==> src/rtl/atm_pkg.sv <==
// Shared definitions for the ATM controller: state encodings, menu op codes
// and a small helper classifying states that wait on user input.
package atm_pkg;

    // Encodings are visible on state_o, so values are fixed explicitly.
    typedef enum logic [2:0] {
        StIdle   = 3'd0,
        StPin    = 3'd1,
        StMenu   = 3'd2,
        StAmount = 3'd3,
        StExec   = 3'd4,
        StMore   = 3'd5,
        StEject  = 3'd6,
        StLock   = 3'd7
    } atm_state_e;

    typedef enum logic [1:0] {
        OpBalance  = 2'b00,
        OpWithdraw = 2'b01,
        OpDeposit  = 2'b10,
        OpExit     = 2'b11
    } atm_op_e;

    // States in which the inactivity timer runs and card removal aborts.
    function automatic logic is_wait_state(atm_state_e s);
        return s inside {StPin, StMenu, StAmount, StMore};
    endfunction

endpackage

==> src/rtl/atm_timer.sv <==
// Inactivity timer: counts cycles while not cleared and flags when the
// count has reached LIMIT-1. Holds at the limit until cleared.
module atm_timer #(
    parameter int unsigned WIDTH = 5,
    parameter int unsigned LIMIT = 16
) (
    input  logic clk,
    input  logic rst,
    input  logic clear,
    output logic expired
);

    localparam logic [WIDTH-1:0] LastCnt = WIDTH'(LIMIT - 1);

    logic [WIDTH-1:0] cnt_q;
    logic [WIDTH-1:0] cnt_d;

    assign expired = (cnt_q == LastCnt);

    // Next count: clear wins, otherwise advance until the limit is reached.
    always_comb begin
        cnt_d = cnt_q;
        if (clear) begin
            cnt_d = '0;
        end else if (!expired) begin
            cnt_d = cnt_q + 1'b1;
        end
    end

    // Counter register with synchronous active-low reset.
    always_ff @(posedge clk) begin
        if (!rst) begin
            cnt_q <= '0;
        end else begin
            cnt_q <= cnt_d;
        end
    end

endmodule

==> src/rtl/atm_fsm_param.sv <==
// ATM session controller: card insert, PIN check with lockout, menu,
// withdraw/deposit/balance execution, inactivity timeout and card eject.
// Every output is driven straight from a register.
module atm_fsm_param
    import atm_pkg::*;
#(
    parameter int unsigned PIN_W       = 4,
    parameter int unsigned AMT_W       = 8,
    parameter int unsigned MAX_TRIES   = 3,
    parameter int unsigned TIMEOUT_CYC = 16
) (
    input  logic             clk,
    input  logic             rst,
    input  logic             card_in,
    input  logic [PIN_W-1:0] ref_pin,
    input  logic [AMT_W-1:0] bal_init,
    input  logic             pin_valid,
    input  logic [PIN_W-1:0] pin_in,
    input  logic             op_valid,
    input  logic [1:0]       op,
    input  logic             amt_valid,
    input  logic [AMT_W-1:0] amt_in,
    input  logic             more_valid,
    input  logic             more_txn,
    output logic [2:0]       state_o,
    output logic [AMT_W-1:0] balance_o,
    output logic             dispense,
    output logic [AMT_W-1:0] dispense_amt,
    output logic             pin_err,
    output logic             txn_err,
    output logic             card_eject,
    output logic             card_locked
);

    localparam int unsigned TriesW = $clog2(MAX_TRIES + 1);
    localparam int unsigned TimerW = $clog2(TIMEOUT_CYC + 1);
    localparam logic [TriesW-1:0] LastTry = TriesW'(MAX_TRIES - 1);

    atm_state_e        state_q, state_d;
    logic [AMT_W-1:0]  balance_q, balance_d;
    logic [PIN_W-1:0]  pin_ref_q, pin_ref_d;
    logic [TriesW-1:0] tries_q, tries_d;
    atm_op_e           op_q, op_d;
    logic [AMT_W-1:0]  amt_q, amt_d;
    logic              dispense_q, dispense_d;
    logic [AMT_W-1:0]  dispense_amt_q, dispense_amt_d;
    logic              pin_err_q, pin_err_d;
    logic              txn_err_q, txn_err_d;
    logic              card_eject_q, card_eject_d;
    logic              card_locked_q, card_locked_d;

    logic              strobe_accepted;
    logic              timer_clear;
    logic              timer_expired;
    logic [AMT_W:0]    dep_sum;

    // One extra bit catches deposit overflow.
    assign dep_sum = {1'b0, balance_q} + {1'b0, amt_q};

    // Idle time only accumulates while parked in a waiting state.
    assign timer_clear = !is_wait_state(state_q) || (state_d != state_q) || strobe_accepted;

    atm_timer #(
        .WIDTH (TimerW),
        .LIMIT (TIMEOUT_CYC)
    ) u_timer (
        .clk     (clk),
        .rst     (rst),
        .clear   (timer_clear),
        .expired (timer_expired)
    );

    // Next-state and registered-output computation.
    // Priority in waiting states: card removal, then strobe, then timeout.
    always_comb begin
        state_d         = state_q;
        balance_d       = balance_q;
        pin_ref_d       = pin_ref_q;
        tries_d         = tries_q;
        op_d            = op_q;
        amt_d           = amt_q;
        dispense_d      = 1'b0;
        dispense_amt_d  = '0;
        pin_err_d       = 1'b0;
        txn_err_d       = 1'b0;
        strobe_accepted = 1'b0;

        case (state_q)
            StIdle: begin
                if (card_in) begin
                    state_d   = StPin;
                    balance_d = bal_init;
                    pin_ref_d = ref_pin;
                    tries_d   = '0;
                    op_d      = OpBalance;
                end
            end

            StPin: begin
                if (!card_in) begin
                    state_d = StIdle;
                end else if (pin_valid) begin
                    strobe_accepted = 1'b1;
                    if (pin_in == pin_ref_q) begin
                        state_d = StMenu;
                    end else begin
                        pin_err_d = 1'b1;
                        tries_d   = tries_q + 1'b1;
                        if (tries_q == LastTry) begin
                            state_d = StLock;
                        end
                    end
                end else if (timer_expired) begin
                    state_d = StEject;
                end
            end

            StMenu: begin
                if (!card_in) begin
                    state_d = StIdle;
                end else if (op_valid) begin
                    strobe_accepted = 1'b1;
                    op_d            = atm_op_e'(op);
                    case (atm_op_e'(op))
                        OpBalance:  state_d = StExec;
                        OpWithdraw: state_d = StAmount;
                        OpDeposit:  state_d = StAmount;
                        default:    state_d = StEject;
                    endcase
                end else if (timer_expired) begin
                    state_d = StEject;
                end
            end

            StAmount: begin
                if (!card_in) begin
                    state_d = StIdle;
                end else if (amt_valid) begin
                    strobe_accepted = 1'b1;
                    amt_d           = amt_in;
                    state_d         = StExec;
                end else if (timer_expired) begin
                    state_d = StEject;
                end
            end

            // Commits regardless of card_in; a removal is seen in MORE.
            StExec: begin
                state_d = StMore;
                case (op_q)
                    OpWithdraw: begin
                        if ((amt_q != '0) && (amt_q <= balance_q)) begin
                            balance_d      = balance_q - amt_q;
                            dispense_d     = 1'b1;
                            dispense_amt_d = amt_q;
                        end else begin
                            txn_err_d = 1'b1;
                        end
                    end
                    OpDeposit: begin
                        if (dep_sum[AMT_W]) begin
                            txn_err_d = 1'b1;
                        end else begin
                            balance_d = dep_sum[AMT_W-1:0];
                        end
                    end
                    default: ;
                endcase
            end

            StMore: begin
                if (!card_in) begin
                    state_d = StIdle;
                end else if (more_valid) begin
                    strobe_accepted = 1'b1;
                    state_d         = more_txn ? StMenu : StEject;
                end else if (timer_expired) begin
                    state_d = StEject;
                end
            end

            StEject: begin
                if (!card_in) begin
                    state_d = StIdle;
                end
            end

            StLock: begin
                state_d = StLock;
            end

            default: begin
                state_d = StIdle;
            end
        endcase

        // Eject pulse lines up with the first cycle in EJECT.
        card_eject_d  = (state_d == StEject) && (state_q != StEject);
        card_locked_d = (state_d == StLock);
    end

    // State and output registers with synchronous active-low reset.
    always_ff @(posedge clk) begin
        if (!rst) begin
            state_q        <= StIdle;
            balance_q      <= '0;
            pin_ref_q      <= '0;
            tries_q        <= '0;
            op_q           <= OpBalance;
            amt_q          <= '0;
            dispense_q     <= 1'b0;
            dispense_amt_q <= '0;
            pin_err_q      <= 1'b0;
            txn_err_q      <= 1'b0;
            card_eject_q   <= 1'b0;
            card_locked_q  <= 1'b0;
        end else begin
            state_q        <= state_d;
            balance_q      <= balance_d;
            pin_ref_q      <= pin_ref_d;
            tries_q        <= tries_d;
            op_q           <= op_d;
            amt_q          <= amt_d;
            dispense_q     <= dispense_d;
            dispense_amt_q <= dispense_amt_d;
            pin_err_q      <= pin_err_d;
            txn_err_q      <= txn_err_d;
            card_eject_q   <= card_eject_d;
            card_locked_q  <= card_locked_d;
        end
    end

    assign state_o      = state_q;
    assign balance_o    = balance_q;
    assign dispense     = dispense_q;
    assign dispense_amt = dispense_amt_q;
    assign pin_err      = pin_err_q;
    assign txn_err      = txn_err_q;
    assign card_eject   = card_eject_q;
    assign card_locked  = card_locked_q;

endmodule

==> config.mk <==
export PLATFORM = sky130hd
export DESIGN_NAME = atm_fsm_param
export DESIGN_NICKNAME = d
export VERILOG_FILES = /design/src/rtl/atm_pkg.sv /design/src/rtl/atm_timer.sv /design/src/rtl/atm_fsm_param.sv
export SDC_FILE = /design/constraint.sdc
export NUM_CORES = 1
export LEC_CHECK = 0
export CORE_MARGIN = 3
export CORE_UTILIZATION = 56
export DETAILED_ROUTE_END_ITERATION = 8
export PLACE_DENSITY = 0.88
export SLEW_MARGIN = 20
export SYNTH_ARGS = -nofsm -noshare
export SYNTH_HDL_FRONTEND = slang
export SYNTH_HIERARCHICAL = 1
export SYNTH_SLANG_ARGS = --single-unit
==> constraint.sdc <==
create_clock -name clk -period 4.3 [get_ports clk]
set_input_delay 0.645 -clock clk [delete_from_list [all_inputs] [get_ports clk]]
set_output_delay 0.645 -clock clk [all_outputs]
set_load 0.01 [all_outputs]
---- Yosys cells after proc, flatten, opt, wreduce, memory -nomap -nowiden ----
Cells that the tools add are included.
word-level totals
  register bits after elaboration ......... 45
  input bits .............................. 34
cells by class
  add/subtract/negate cells ............... 4
  order comparisons ....................... 1
  eq/ne operators ......................... 27
  multiplexer cells ....................... 43
  bitwise logic cells ..................... 1
  reductions and logical operators ........ 23
operators with widths
  kind                                           count
  two-way mux 3 bit                              14
  case mux 8 bit (2 select lines)                2
  two-way mux 8 bit                              3
  case mux 3 bit (8 select lines)                1
  == test 3 bit, second input constant           6
  two-way mux 1 bit                              12
  two-way mux 2 bit                              6
  != test 2 bit, second input constant           6
  AND reduction 4 bit                            3
  AND reduction 5 bit                            2
  adder 8 x 8 -> 9 bit                           1
  != test 3 bit, second input constant           3
  less-or-equal comparator 8 bit                 1
  case mux 2 bit (2 select lines)                2
  nonzero test 8 bit                             1
  subtractor 8 bit                               1
  == test 2 bit, second input constant           3
  == test 3 x 2 -> 1 bit, second input constant  2
  case mux 3 bit (2 select lines)                1
  AND reduction 3 bit                            2
  nonzero test 2 bit                             3
  adder 5 x 1 -> 5 bit, second input constant    1
  == test 5 x 4 -> 1 bit, second input constant  1
  == test 2 x 1 -> 1 bit, second input constant  2
  16 further kinds                               20

---- Depth between registers and ports, before layout ----
Gate-level depths: netlist of the first run.
  word-level depth ........................ 10
  gate-level depth with buffers ........... 11
  mapped depth without buffers ............ 11

---- Modules after synthesis ----
Netlist of the first run, hierarchy kept.
modules (own cells, without submodules)
  module         times used  cells each  area each (um2)  sequential area each (um2)
  atm_fsm_param  1           321         2605.0           800.8
  atm_timer      1           24          232.7            100.1

---- Worst setup path before layout of the first run ----
Ideal clock, no wire load.
  kind .................................... flip-flop to flip-flop
  start ................................... register balance_q[0] (netlist: balance_o[0])
  end ..................................... register balance_q[0] (netlist: balance_o[0])
  data arrival time ....................... 2.203 ns
  slack ................................... 2.018 ns
  cell stages (with the launch flop) ...... 12
  clock period less this slack ............ 2.282 ns
  path through ............................ dfxtp_1 inv_1 ha_1 fa_1 nor2b_1 o311ai_1 a31oi_1 mux2_4 a31o_1 buf_6 nor2_1 a211oi_2
between the ends
  longest elaborated chain between the ends .. 4
  elaborated cells between the ends (all ways) .. 11
  classes of those cells .................. 2 x add/sub; 1 x order compare; 2 x eq/ne; 4 x mux; 2 x reduce/logical
ends and longest elaborated chain
  element                                                                 RTL line              RTL
  from (decl)                                                             atm_fsm_param.sv:40   logic [AMT_W-1:0] balance_q, balance_d;
  from (signal assigned)                                                  atm_fsm_param.sv:219  balance_q <= balance_d;
  adder 8 x 8 -> 9 bit, or another cell as far along                      atm_fsm_param.sv:58   assign dep_sum = {1'b0, balance_q} + {1'b0, amt_q};
  two-way mux 8 bit, or another cell as far along                         atm_fsm_param.sv:161  if (dep_sum[AMT_W]) begin
  case mux 8 bit (2 select lines) or != test 3 bit (tied branches)        --
  case mux 8 bit (2 select lines) or AND reduction 5 bit (tied branches)  --
Several ways; a longest one is shown, not always the timed one. The select of a mux whose other input is x is not followed.
A chain may end at the register's enable or synchronous reset.

---- Worst setup path after layout of the first run ----
  start ................................... register state_q[0] (netlist: state_o[0])
  end ..................................... register u_timer.cnt_q[2]
between the ends
  longest elaborated chain between the ends .. 9
  elaborated cells between the ends (all ways) .. 29
  classes of those cells .................. 8 x eq/ne; 15 x mux; 6 x reduce/logical
ends and longest elaborated chain
  element                                  RTL line              RTL
  from (decl)                              atm_fsm_param.sv:39   atm_state_e state_q, state_d;
  from (signal assigned)                   atm_fsm_param.sv:205  state_q <= StIdle;
  from (signal assigned)                   atm_fsm_param.sv:218  state_q <= state_d;
  two-way mux 3 bit                        atm_fsm_param.sv:109  if (tries_q == LastTry) begin
  two-way mux 3 bit                        atm_fsm_param.sv:104  if (pin_in == pin_ref_q) begin
  two-way mux 3 bit                        atm_fsm_param.sv:102  end else if (pin_valid) begin
  two-way mux 3 bit                        atm_fsm_param.sv:100  if (!card_in) begin
  case mux 3 bit (8 select lines)          atm_fsm_param.sv:88   case (state_q)
  != test 3 bit                            atm_fsm_param.sv:61   assign timer_clear = !is_wait_state(state_q) || (state_d != state_q) || strobe_accepted;
  logical OR 1 bit                         atm_fsm_param.sv:61
  logical OR 1 bit (*)                     atm_fsm_param.sv:61
  named net timer_clear                    atm_fsm_param.sv:53   logic timer_clear;
  OR reduction 2 bit (no source line) (*)  --
  to (signal assigned)                     atm_timer.sv:35       cnt_q <= cnt_d;
  to (decl)                                atm_timer.sv:15       logic [WIDTH-1:0] cnt_q;
The timed path passes the listed nets; every way through them passes the cells marked *.

==> results of run 1 <==
==> worst paths after layout <==
kind	slack, ns	cells after the start	to	start
setup / recovery	1.64	9	u_timer/cnt_q[2]	state_o[0]
hold / removal	0.47	2	pin_ref_q[0]	pin_ref_q[0]
setup reg to reg	1.64	9	u_timer/cnt_q[2]	state_o[0]
hold reg to reg	0.47	2	pin_ref_q[0]	pin_ref_q[0]
==> power breakdown <==
group          leakage, nW  switching [mW]  total [mW]  internal, mW
logic                0.950           0.111       0.219         0.108
registers            0.365          0.0200       0.449         0.429
clock network       0.0603           0.158       0.336         0.178
total                 1.38           0.289        1.00         0.715
==> cell usage after synthesis, types with 2 or more instances <==
cell type | number | share of area (%)
mux2i_1 | 11 | 3.9
o22ai_1 | 3 | 0.66
xnor2_1 | 5 | 1.5
o311ai_1 | 2 | 0.62
dfxtp_1 | 45 | 32
nor3b_1 | 2 | 0.53
nand3_1 | 6 | 1.1
a221oi_1 | 3 | 0.93
nor2b_1 | 6 | 1.3
and3_1 | 3 | 0.66
xor2_1 | 8 | 2.5
fa_1 | 2 | 1.4
nor3_1 | 6 | 1.1
nand4b_1 | 2 | 0.62
and2_1 | 10 | 2.2
o31ai_1 | 3 | 0.79
o221ai_1 | 2 | 0.62
buf_2 | 2 | 0.35
nand2b_1 | 9 | 2.0
or4_1 | 4 | 1.1
nor2_1 | 37 | 4.9
a2111oi_0 | 2 | 0.62
a31oi_1 | 4 | 0.88
ha_1 | 23 | 10
o21ai_0 | 12 | 2.1
o211ai_1 | 6 | 1.6
o21a_1 | 2 | 0.53
nand4_1 | 2 | 0.44
a21oi_1 | 25 | 4.4
a211o_1 | 2 | 0.62
nand2_1 | 27 | 3.6
o21ai_1 | 5 | 0.88
a21o_1 | 2 | 0.53
clkbuf_1 | 9 | 1.2
inv_1 | 28 | 3.7
a211oi_1 | 5 | 1.3
==> logic make-up after synthesis <==
family	after synthesis	synth area share, %
flops	45	31.7
compound gates	90	21.6
xor+xnor	13	4.01
fa+ha+maj	25	11.6
buf+inv	41	5.78
simple gates	119	20.9
mux	12	4.41
==> critical path, delay by kind of cell, from the launching register on <==
kind | cells | cell delay (ns)
and+or+nand+nor | 2 | 0.28
buffers and inverters | 1 | 0.32
AOI/OAI and AO/OA | 6 | 1.14
DFF | 1 | 0.81
==> metrics by stage <==
stage / power (mW) / cells
detailed placement: 0.676 / 457
floorplan: 0.594 / 345
CTS: 1.01 / 465
global placement: 0.674 / 457
finish: 1.00 / 465
global route: 1.05 / 465
==> state kept, by name, summed over array words and instances (netlist names) <==
signal / count
pin_ref_q: 4
dispense_amt: 8
u_timer/cnt_q: 5
dispense: 1
card_locked: 1
balance_o: 8
amt_q: 8
tries_q: 2
card_eject: 1
op_q: 2
pin_err: 1
txn_err: 1
state_o: 3
==> cell type report <==
| cell class | instances | area (sq um) |
|---|---|---|
| clock buffers | 5 | 68.8 |
| clock inverters | 3 | 50.0 |
| fillers | 403 | 1260 |
| inverters | 28 | 105 |
| multi-input cells | 259 | 1770 |
| flip-flops and latches | 45 | 901 |
| well taps | 67 | 83.8 |
| repair buffers | 58 | 578 |
==> routing by layer <==
metal | vias up | global-route usage (%)
met2 | 91 | 38.5
met5 | - | 0
met4 | 0 | 8.01
met3 | 11 | 3.29
li1 | 1330 | -
met1 | 1194 | 31.5
==> metrics.md, run 1 <==
| Metric | Value |
|---|---|
| Worst-Margin Slew | 0.829 ns |
| Area grow syn2layout | 25.4% |
| Die height | 77.2 um |
| Worst Setup Start Kind | flip-flop |
| Wirelength, routed | 6.84 mm |
| Final setup TNS | 0 ns |
| Yosys reg bits | 45 |
| Avg WL per Cell | 14.7 um |
| Critical path class | flip-flop to flip-flop |
| Post-synthesis cell type count | 56 |
| DR vias | 2626 |
| VDD IR-drop max | 0.000218 V |
| Max Clk Rate | 0.376 GHz |
| Share of layout cells above drive strength 1 | 4.02% |
| Post-synthesis cell area | 2840 sq um |
| CTS root buffer | clkbuf_8 |
| Yosys warns | 6 |
| Final worst setup slack | 1.64 ns |
| Clk Latency, worst-skew pair | 0.31 ns |
| Met1 WL | 3.19 mm |
| Most frequent cells in the layout | clkdlybuf4s50_1, dfxtp_1, nor2_1 |
| Critical Path AT | 2.85 ns |
| Post-synth EDFFs | 0 |
| Hold Buf Count CTS | 0 |
| Initial antenna violation count | 0 |
| Post_cts resized | 0 |
| CP Cell Sequence | inv_1 > o22ai_1 > a32oi_1 > o21ai_0 > a21oi_1 > o21ai_0 > a21o_1 > nand2b_1 > nor2_1 |
| Final setup fails | 0 |
| Max_cap viols | 0 |
| Leakage power | 1.38 nW |
| Clock buffers created by TritonCTS | 5 |
| Crit path max fanout | 24 |
| Final hold violation count | 0 |
| Fin crit period | 2.66 ns |
| FP Rows | 25 |
| Antenna viol nets, final | 0 |
| Initial detailed-routing violation count | 162 |
| Vias/cell | 5.65 |
| CP endpoint kind | flip-flop |
| Pins Over Slew Limit | 0 |
| Place WS | 1.35 ns |
| Clock Sinks | 45 |
| WHS | 0.471 ns |
| Cells after synthesis | 345 |
| CTS tree | built |
| Setup repair bufs after CTS | 0 |
| H-tree lvl count | 2 |
| Global placer's final weighted congestion | 0.935 |
| Synth Flop Type | dfxtp_1 |
| I/O pins | 58 |
| Final setup skew | 0.0144 ns |
| Area after DPL | 3440 sq um |
| Final nets | 456 |
| Met3 Wirelength | 339 um |
| Vias in the first global route | 2429 |
| Bufs on Longest Clock Path | 2 |
| Period utilisation layout | 61.9% |
| Asr flop ratio synth | 0% |
| Seq/Total Area, Yosys | 31.7% |
| Power density over the cells | 282 nW/um^2 |
| Largest net degree at the start of global routing | 25 |
| CP most frequent cell | o21ai_0 |
| DRC Markers | 0 |
| Dpl hpwl | 5.19 mm |
| Diodes inserted | 0 |
| Req. time, crit path | 4.49 ns |
| Worst hold path class | flip-flop to flip-flop |
| Gr usage total | 23.5% |
| Worst slew margin | 44.4% |
| Outcome | completed |
| Unrepaired setup endpoints after global routing | no |
| PortBufs | 57 |
| Clock transition at path regs | 0.09 ns |
| Initial Util | 58.9% |
| Max Used Layer | met4 |
| Commonest non-fill, non-tap cell in the layout | clkdlybuf4s50_1 |
| CP peak stage delay | 0.81 ns |
| Syn nets | 404 |
| Overflow after GRT | 0 |
| Synth Area per Inst | 8.23 sq um |
| Met2 wire len | 3.20 mm |
| Chip width | 77.2 um |
| Core area | 4820 sq um |
| Die area | 5960 sq um |
| Post-Route Utilization | 73.9% |
| Initial DRT Pass Iterations | 4 |
| Slowest cell on crit path | dfxtp_1 |
| First-pass GRT wire length | 11.4 mm |
| Design area | 3560 sq um |
Power figures use the tool's default switching activity.
==> run 2, diff against run 1 <==
--- a/config.mk
+++ b/config.mk
@@ -6,9 +6,9 @@
 export NUM_CORES = 1
 export LEC_CHECK = 0
 export CORE_MARGIN = 3
-export CORE_UTILIZATION = 56
+export CORE_UTILIZATION = 47
 export DETAILED_ROUTE_END_ITERATION = 8
-export PLACE_DENSITY = 0.88
+export PLACE_DENSITY = 0.79
 export SLEW_MARGIN = 20
 export SYNTH_ARGS = -nofsm -noshare
 export SYNTH_HDL_FRONTEND = slang
==> constraint.sdc (replaced) <==
create_clock -name clk -period 2.4 [get_ports clk]
set_input_delay 0.36 -clock clk [delete_from_list [all_inputs] [get_ports clk]]
set_output_delay 0.36 -clock clk [all_outputs]
set_load 0.01 [all_outputs]
==> metrics.md, run 2 (synthesized netlist as in run 1, its figures left out) <==
| Metric | Value |
|---|---|
| Outcome | completed |
| Die area | 7010 sq um (+18%) |
| Clock transition at path regs | 0.10 ns (about the same) |
| Power density over the cells | 451 nW/um^2 (+60%) |
| Wirelength, routed | 7.52 mm (+9.9%) |
| Hold Buf Count CTS | 0 (unchanged) |
| CTS tree | built |
| Worst hold path class | flip-flop to flip-flop |
| Initial Util | 50.0% (-8.9 points) |
| FF-to-FF path depth | 10 (+1) |
| Buf/Inv on CP | 1 (unchanged) |
| Die height | 83.7 um (+8.4%) |
| Pins Over Slew Limit | 0 (unchanged) |
| Final setup skew | 0.0151 ns (+0.000672 ns) |
| Crit path max fanout | 3 (-88%) |
| Stages on the worst setup path | 10 (+1) |
| Inst Count DP | 493 (+7.9%) |
| Bufs on Longest Clock Path | 2 (unchanged) |
| Clock buffers created by TritonCTS | 5 (unchanged) |
| Gr usage total | 21.4% (-2.1 points) |
| Worst-Margin Slew | 0.519 ns (-0.310 ns) |
| DR vias | 2789 (+6.2%) |
| Largest net degree at the start of global routing | 17 (-32%) |
| Initial detailed-routing violation count | 155 (-4.3%) |
| Final nets | 490 (+7.5%) |
| Initial DRT Pass Iterations | 5 (+1) |
| Diodes inserted | 0 (unchanged) |
| Clk Latency, worst-skew pair | 0.31 ns (about the same) |
| Unrepaired setup endpoints after global routing | yes |
| Dpl hpwl | 5.73 mm (+10%) |
| Req. time, crit path | 2.65 ns (-1.84 ns) |
| CP Cell Sequence | ha_1 > fa_1 > nor2b_1 > o221ai_2 > a211oi_2 > o21ai_2 > buf_4 > a31oi_4 > a211o_1 > a21oi_1 |
| Final setup fails | 0 (unchanged) |
| Critical path class | flip-flop to flip-flop |
| VDD IR-drop max | 0.000268 V (+23%) |
| Leakage power | 1.55 nW (+13%) |
| Slowest cell on crit path | fa_1 |
| Period utilisation layout | 95.5% (+34 points) |
| Initial antenna violation count | 0 (unchanged) |
| Critical Path AT | 2.54 ns (-0.31 ns) |
| Chip width | 83.7 um (+8.4%) |
| Share of layout cells above drive strength 1 | 16.7% (+13 points) |
| Avg WL per Cell | 14.9 um (+1.4%) |
| Final hold violation count | 0 (unchanged) |
| Antenna viol nets, final | 0 (unchanged) |
| Vias in the first global route | 2665 (+9.7%) |
| DRC Markers | 0 (unchanged) |
| Max Clk Rate | 0.436 GHz (+16%) |
| Fill count | 460 (+14%) |
| Post-Route Utilization | 68.9% (-5.0 points) |
| Fin crit period | 2.29 ns (-0.368 ns) |
| Vias/cell | 5.53 (-2.0%) |
| Core area | 5680 sq um (+18%) |
| Global placer's final weighted congestion | 0.936 (about the same) |
| CP top delay family | compound AO/OA/AOI/OAI gates |
| Area grow syn2layout | 37.7% |
| Hold path depth | 2 (unchanged) |
| CP endpoint kind | flip-flop |
| Clock Sinks | 45 (unchanged) |
| H-tree lvl count | 2 (unchanged) |
| Worst Setup Start Kind | flip-flop |
| Most frequent cells in the layout | clkdlybuf4s50_1, dfxtp_1, nor2_1 |
| Cell Count, Final, Fillers Out | 504 (+8.4%) |
| Overflow after GRT | 0 (unchanged) |
| Worst slew margin | 65.4% (+21 points) |
| I/O pins | 58 (unchanged) |
| PortBufs | 57 (unchanged) |
| FP Rows | 27 (+8.0%) |
| First-pass GRT wire length | 12.4 mm (+9.2%) |
| CTS root buffer | clkbuf_8 |
| Commonest non-fill, non-tap cell in the layout | clkdlybuf4s50_1 |
| CP peak stage delay | 0.39 ns (-0.42 ns) |
| Max_cap viols | 0 (unchanged) |
[run 2: cell types whose count changed in the layout (fill, tap and decap cells not counted), moves of 2 or more]
cell       change
buf_4         +32
dfxtp_1        -7
dfxtp_2        +6
ha_1           -4
ha_4           +3
a2111oi_0      -2
a2111oi_1      +2
[run 2: layout make-up]
cell class	instances	area (sq um)	area share [%]
clock buffer	5	68.8	1.76
clock inverter	3	21.3	0.544
inverter	28	105	2.69
multi-input combinational	259	1860	47.6
sequential	45	912	23.3
tap	72	90.1	2.30
timing repair buffer	92	850	21.7
[run 2: repair_timing]
item,4_1_cts,5_1_grt
buffers inserted,0,3
resized for setup,4,26
pin swaps,1,7
hold endpoints to repair,0,0
setup endpoints to repair,8,14
[run 2: worst paths after layout]
check	slack, ns	end	from
hold reg to reg	0.48	pin_ref_q[0]	pin_ref_q[0]
setup reg to reg	0.11	balance_o[5]	amt_q[0]
hold / removal	0.48	pin_ref_q[0]	pin_ref_q[0]
setup / recovery	0.11	balance_o[5]	amt_q[0]
[run 2: stage by stage]
stage / total power [mW] / worst slack, ns / TNS, ns / area, sq um / hold slack [ns]
after detailed placement: 1.27 / -0.118 / -0.954 / 3690 / 0.463
after CTS: 1.76 / 0.00993 / 0 / 3790 / 0.482
after global routing: 1.87 / -0.0288 / -0.0952 / 3910 / 0.509
final: 1.76 / 0.108 / 0 / 3910 / 0.476
after global placement: 1.26 / -0.0500 / -0.242 / 3690 / 0.452
after floorplan: 1.06 / 0.118 / 0 / 2840 / 0.437
[run 2: power by group]
| group | switching [mW] | total, mW | internal [mW] |
|---|---|---|---|
| clock | 0.282 | 0.489 | 0.207 |
| combinational | 0.231 | 0.481 | 0.250 |
| sequential | 0.0265 | 0.795 | 0.769 |
[run 2: worst min-delay path: cells and delay by family, from the launching register on]
family | cells | cell delay (ns)
compound gates | 1 | 0.05
flops | 1 | 0.32
simple gates | 1 | 0.06
[run 2: routing by layer]
layer  GRT usage [%]  up-vias  wire (um)  part of all wire (%)
li1                -     1390          -                     -
met1            29.6     1288       3570                    48
met2            34.1       99       3420                    45
met3            3.95       12        423                   5.6
met4            5.56        0        106                   1.4
met5               0        -          0                     0
==> run 3, diff against run 2 <==
--- a/config.mk
+++ b/config.mk
@@ -6,9 +6,10 @@
 export NUM_CORES = 1
 export LEC_CHECK = 0
 export CORE_MARGIN = 3
-export CORE_UTILIZATION = 47
+export CORE_UTILIZATION = 52
 export DETAILED_ROUTE_END_ITERATION = 8
-export PLACE_DENSITY = 0.79
+export PLACE_DENSITY = 0.83
+export SKIP_LAST_GASP = 1
 export SLEW_MARGIN = 20
 export SYNTH_ARGS = -nofsm -noshare
 export SYNTH_HDL_FRONTEND = slang
==> constraint.sdc (replaced) <==
create_clock -name clk -period 2.38 [get_ports clk]
set_input_delay 0.357 -clock clk [delete_from_list [all_inputs] [get_ports clk]]
set_output_delay 0.357 -clock clk [all_outputs]
set_load 0.01 [all_outputs]
==> metrics.md, run 3 (synthesized netlist as in run 1, its figures left out) <==
| Metric | Value |
|---|---|
| Req. time, crit path | 2.61 ns (-0.04 ns) |
| Crit path launch | balance_o[0] |
| I/O pins | 58 (unchanged) |
| Antenna viol nets, final | 0 (unchanged) |
| Avg WL per Cell | 16.1 um (+7.9%) |
| Worst-Margin Slew | 0.571 ns (+0.0519 ns) |
| Wirelength, routed | 8.29 mm (+10%) |
| Die area | 6380 sq um (-8.9%) |
| Worst Setup Start Kind | flip-flop |
| Design Power | 1.82 mW (+3.4%) |
| Design area | 4080 sq um (+4.5%) |
| DRC Markers | 0 (unchanged) |
| Met2 wire len | 4.00 mm (+17%) |
| Met1 WL | 3.56 mm (-0.22%) |
| Clock Sinks | 45 (unchanged) |
| Dpl hpwl | 6.09 mm (+6.4%) |
| Area after DPL | 3790 sq um (+2.8%) |
| H-tree lvl count | 2 (unchanged) |
| PortBufs | 57 (unchanged) |
| Clk Latency, worst-skew pair | 0.31 ns (about the same) |
| Reg-to-Reg Start | balance_o[0] |
| Commonest non-fill, non-tap cell in the layout | clkdlybuf4s50_1 |
| Gr usage total | 25.8% (+4.5 points) |
| Period utilisation layout | 99.2% (+3.7 points) |
| Overflow after GRT | 0 (unchanged) |
| Switching Fraction | 31.0% (+0.42 points) |
| Met3 Wirelength | 581 um (+37%) |
| VDD IR-drop max | 0.000371 V (+38%) |
| First-pass GRT wire length | 13.0 mm (+4.4%) |
| CTS root buffer | clkbuf_8 |
| Bufs on Longest Clock Path | 2 (unchanged) |
| Power density over the cells | 447 nW/um^2 (-1.0%) |
| Reg2reg setup slack | 0.02 ns (-0.09 ns) |
| Place WS | -0.137 ns (-0.0191 ns) |
| Clock transition at path regs | 0.09 ns (about the same) |
| Post-Route Utilization | 78.5% (+9.6 points) |
| R2r endpoint | balance_o[1] |
| Initial DRT Pass Iterations | 5 (unchanged) |
| Pins Over Slew Limit | 0 (unchanged) |
| Comb pwr share | 29.0% (+1.8 points) |
| CTS tree | built |
| Largest net degree at the start of global routing | 16 (-1) |
| Final nets | 503 (+2.7%) |
| Cell Count, Final, Fillers Out | 515 (+2.2%) |
| Crit path max fanout | 8 (+5) |
| Internal | 1.26 mW (+2.8%) |
| Vias/cell | 5.74 (+3.7%) |
| Initial Util | 54.5% (+4.5 points) |
| Final setup skew | 0.0109 ns (-0.00412 ns) |
| Reg power frac | 44.3% (-0.8 points) |
| Die height | 79.9 um (-4.6%) |
| WHS | 0.472 ns (-0.00462 ns) |
| Final setup fails | 0 (unchanged) |
| Global placer's final weighted congestion | 0.968 (+3.4%) |
| Diodes inserted | 0 (unchanged) |
| Final setup TNS | 0 ns (unchanged) |
| Share of layout cells above drive strength 1 | 20.9% (+4.2 points) |
| Max Used Layer | met4 |
| Final worst setup slack | 0.0196 ns (-0.0879 ns) |
| Initial antenna violation count | 0 (unchanged) |
| Net load switching power | 565 uW (+4.8%) |
| Clk pwr share | 26.7% (-1.0 points) |
| DR vias | 2955 (+6.0%) |
| FP Rows | 26 (-3.7%) |
| Initial detailed-routing violation count | 220 (+42%) |
| Critical path capture point | balance_o[1] |
| Critical path class | flip-flop to flip-flop |
| Critical Path AT | 2.59 ns (+0.05 ns) |
| Final hold violation count | 0 (unchanged) |
| Most frequent cells in the layout | clkdlybuf4s50_1, buf_4, dfxtp_1 |
| Core area | 5200 sq um (-8.3%) |
| Vias in the first global route | 2751 (+3.2%) |
| Worst slew margin | 61.9% (-3.5 points) |
| Outcome | completed |
| Fin crit period | 2.36 ns (+0.0679 ns) |
| CP endpoint kind | flip-flop |
| Leakage power | 1.63 nW (+5.4%) |
| Worst hold path class | flip-flop to flip-flop |
| Max Clk Rate | 0.424 GHz (-2.9%) |
| Hold Buf Count CTS | 0 (unchanged) |
| Chip width | 79.9 um (-4.6%) |
| FF-to-FF path depth | 11 (+1) |
| Max_cap viols | 0 (unchanged) |
| Inst Count DP | 505 (+2.4%) |
| Fill count | 356 (-23%) |
| Clock buffers created by TritonCTS | 5 (unchanged) |
| Area grow syn2layout | 43.9% |
==> run 3: changes by cell type in the layout (fill, tap and decap cells not counted), moves of 2 or more <==
cell,previous run,this run
nor2_2,0,2
dfxtp_2,6,4
clkinvlp_4,1,3
buf_4,33,45
nor2_1,37,35
==> run 3: power by group through the flow <==
stage	registers, mW	logic, mW	clock network, mW
floorplan	0.820	0.253	0
global placement	0.821	0.467	0
detailed placement	0.822	0.475	0
CTS	0.804	0.487	0.497
global route	0.811	0.573	0.532
finish	0.807	0.530	0.487
==> run 3: critical path: stages (launching register included) <==
cell and delay, ns:
dfxtp_4 0.38, inv_2 0.05, ha_4 0.16, fa_2 0.43, nor2b_4 0.16, o311ai_4 0.09, a31oi_2 0.23, mux2_4 0.20
a31o_4 0.17, buf_12 0.12, o211ai_1 0.13, a21oi_2 0.16
==> run 3: layout make-up <==
cell class	instances	area, sq um	area share [%]
Clock buffer	5	68.8	1.69
Clock inverter	3	22.5	0.551
Inverter	28	105	2.57
Multi-Input combinational cell	259	1940	47.4
Sequential cell	45	913	22.4
Tap cell	70	87.6	2.14
Timing Repair Buffer	105	951	23.3
==> run 3: worst min-delay path by stage <==
stage	start	endpoint	slack, ns	cells after the start
detailed placement	tries_q[0]	tries_q[0]	0.46	1
finish	tries_q[0]	tries_q[0]	0.47	1
global route	pin_ref_q[0]	pin_ref_q[0]	0.51	2
global placement	tries_q[0]	tries_q[0]	0.45	1
CTS	tries_q[0]	tries_q[0]	0.47	1
floorplan	tries_q[0]	tries_q[0]	0.44	1
==> run 3: repair_timing <==
action	CTS	global route
endpoints found under the setup margin	8	14
pin swaps	1	10
setup buffers	0	2
gates resized for setup	8	35
endpoints found under the hold margin	0	0
==> run 3: per-layer routing <==
metal	GRT usage [%]	vias to the layer above
met5	0	-
met4	6.76	0
met3	5.64	20
met2	41.7	133
met1	34.9	1370
li1	-	1432
==> edit: new RTL, settings of run 2 <==
Reset style: asynchronous (`rst`), changed in 2 clocked blocks. Comments in the files are not updated.
--- a/src/rtl/atm_timer.sv
+++ b/src/rtl/atm_timer.sv
@@ -28,7 +28,7 @@
     end
 
     // Counter register with synchronous active-low reset.
-    always_ff @(posedge clk) begin
+    always_ff @(posedge clk or negedge rst) begin
         if (!rst) begin
             cnt_q <= '0;
         end else begin
--- a/src/rtl/atm_fsm_param.sv
+++ b/src/rtl/atm_fsm_param.sv
@@ -200,7 +200,7 @@
     end
 
     // State and output registers with synchronous active-low reset.
-    always_ff @(posedge clk) begin
+    always_ff @(posedge clk or negedge rst) begin
         if (!rst) begin
             state_q        <= StIdle;
             balance_q      <= '0;
Behaviour: differs if rst is asserted again (counterexample within 4 cycles, from zero or initial values and one cycle with rst low); with rst held inactive, the same outputs for 4 cycles.
==> edit against run 2 <==
  * Synthesized cell count fell by 5.8%
  * Routed wire length rose by 10%
  * Final area rose by 7.7%
  * Sequential cell count did not move
  * Global-route usage rose by 1.7 points
  * Critical path type unchanged
  * Setup slack got worse by 410 ps
  * Via count rose by 2.3%
  * Fmax fell by 15%
  * Synthesized area rose by 8.1%
  * The run now ends with setup timing left
  * Cell count fell by 1.4%
  * Utilization fell by 0.20 points
  * Die area rose by 7.5%
Power is not compared: it rests on default switching activity, and its combinational part moved more than twofold at a synthesized area within 25%.
==> edit: results (changes against run 2) <==
RR Endpoint balance_o[6]; WP data arrival 2900 ps (+360 ps); met2 Track Usage GR 38.2% (+4.1 points); Seq/Total Area, Yosys 36.7% (+5.0 points); Synth area leaders dfrtp_1, ha_1, mux2_2, inv_1, nor4_1; wire per inst 16.7 um (+12%); Fill cells 473 (+2.8%); DR WL met2 4.04 mm (+18%); Post-Synth Adder-Cell Area 10.3% (-1.3 points); first-pass GRT wire length 13.7 mm (+11%); critical path fanouts, max 7 (+4); failing checks setup timing; Critical Path Max Stage Delay 430 ps (+40 ps); Clk. pwr around 0.60 mW; placed insts 485 (-1.6%); # resized after CTS 1 (-3); drt via density 5.74 (+3.7%); 1st-iter DRT viols 174 (+12%); Clock buffer cells 6 (+1); GRT Overall Usage 23.1% (+1.7 points); area of the multi-input gates 1840 um^2 (-0.94%); Met1 Wirelength 3.74 mm (+4.6%); ClkCell Share 2.85% (+0.55 points); largest net degree at the start of global routing 25 (+8); final setup TNS -2140 ps (-2140 ps); met3 routed WL 414 um (-2.1%); Post-layout nets 479 (-2.2%); Slowest cell on crit path or4_4; synth cell count leaders dfrtp_1, inv_1, ha_1; GRT met1 Usage 31.6% (+1.9 points); xor-xnor portion of the synthesized cell area 3.14% (-0.87 points); gpl congestion 0.892 (-4.6%); final worst setup slack -305 ps (-412 ps); Peak VDD IR around 0.75 mV; Detailed Place HPWL 6.24 mm (+8.9%); worst reg-to-reg path cell count 9 (-1); multi-input gate count 239 (-7.7%); vias in the first global route 2,858 (+7.2%); crit-path leading delay family simple AND/OR/NAND/NOR gates; Post-Synthesis Net Count 383 (-5.2%); non-clock buffer share of cell area 22.2% (+0.49 points); post-place instance area 4000 um^2 (+8.2%); Post-CTS Setup Inserts 1 (+1); drt total wl 8.31 mm (+10%); Async SR Flop Fraction 100% (+100 points); Netlist cell types 63 (+13%); Mapped Cells 325 (-5.8%); register area 1130 um^2 (+23%); CTS Hold Bufs 1 (+1); Slew headroom 65.8% (+0.45 points); outcome finished, violations left; mux share of post-synthesis cell area 7.67% (+3.3 points); number of non-clock buffers 106 (+15%); Top FF cell, synth dfrtp_1; Synth Area in Compound Gates 18.6% (-3.0 points); Syn-to-layout area delta 37.3%; Hold Path Class input pin to asynchronous set/reset pin; M3 GR Usage 3.52% (-0.43 points); final setup vio count 8 (+8)
[edit: cell types whose count changed after synthesis, moves of 5 or more]
| cell | change |
|---|---|
| o21ai_0 | +5 |
| nor4_1 | +13 |
| and2_1 | -6 |
| mux2_2 | +12 |
| nor2b_1 | +7 |
| mux2i_1 | -7 |
| nand2_1 | -7 |
| a21oi_1 | -9 |
| nor2_1 | -18 |
| dfrtp_1 | +45 |
| nand2b_1 | -6 |
| dfxtp_1 | -45 |
| clkbuf_1 | +5 |
[edit: metrics by stage]
step	total power [mW]	setup slack, ps
final	5.19	-305
after global routing	5.58	-384
after CTS	5.01	-254
after detailed placement	4.36	-375
after global placement	4.27	-298
after floorplan	3.17	-252
[edit: how the worst min path moves through the flow]
stage | slack (ps) | from | to | cells after the start
after floorplan | 60 | rst | amt_q[0] | 0
after global placement | 250 | rst | balance_o[1] | 1
after detailed placement | 260 | rst | balance_o[1] | 1
after CTS | 470 | rst | balance_o[1] | 2
after global routing | 490 | rst | balance_o[2] | 2
final | 470 | rst | amt_q[6] | 2
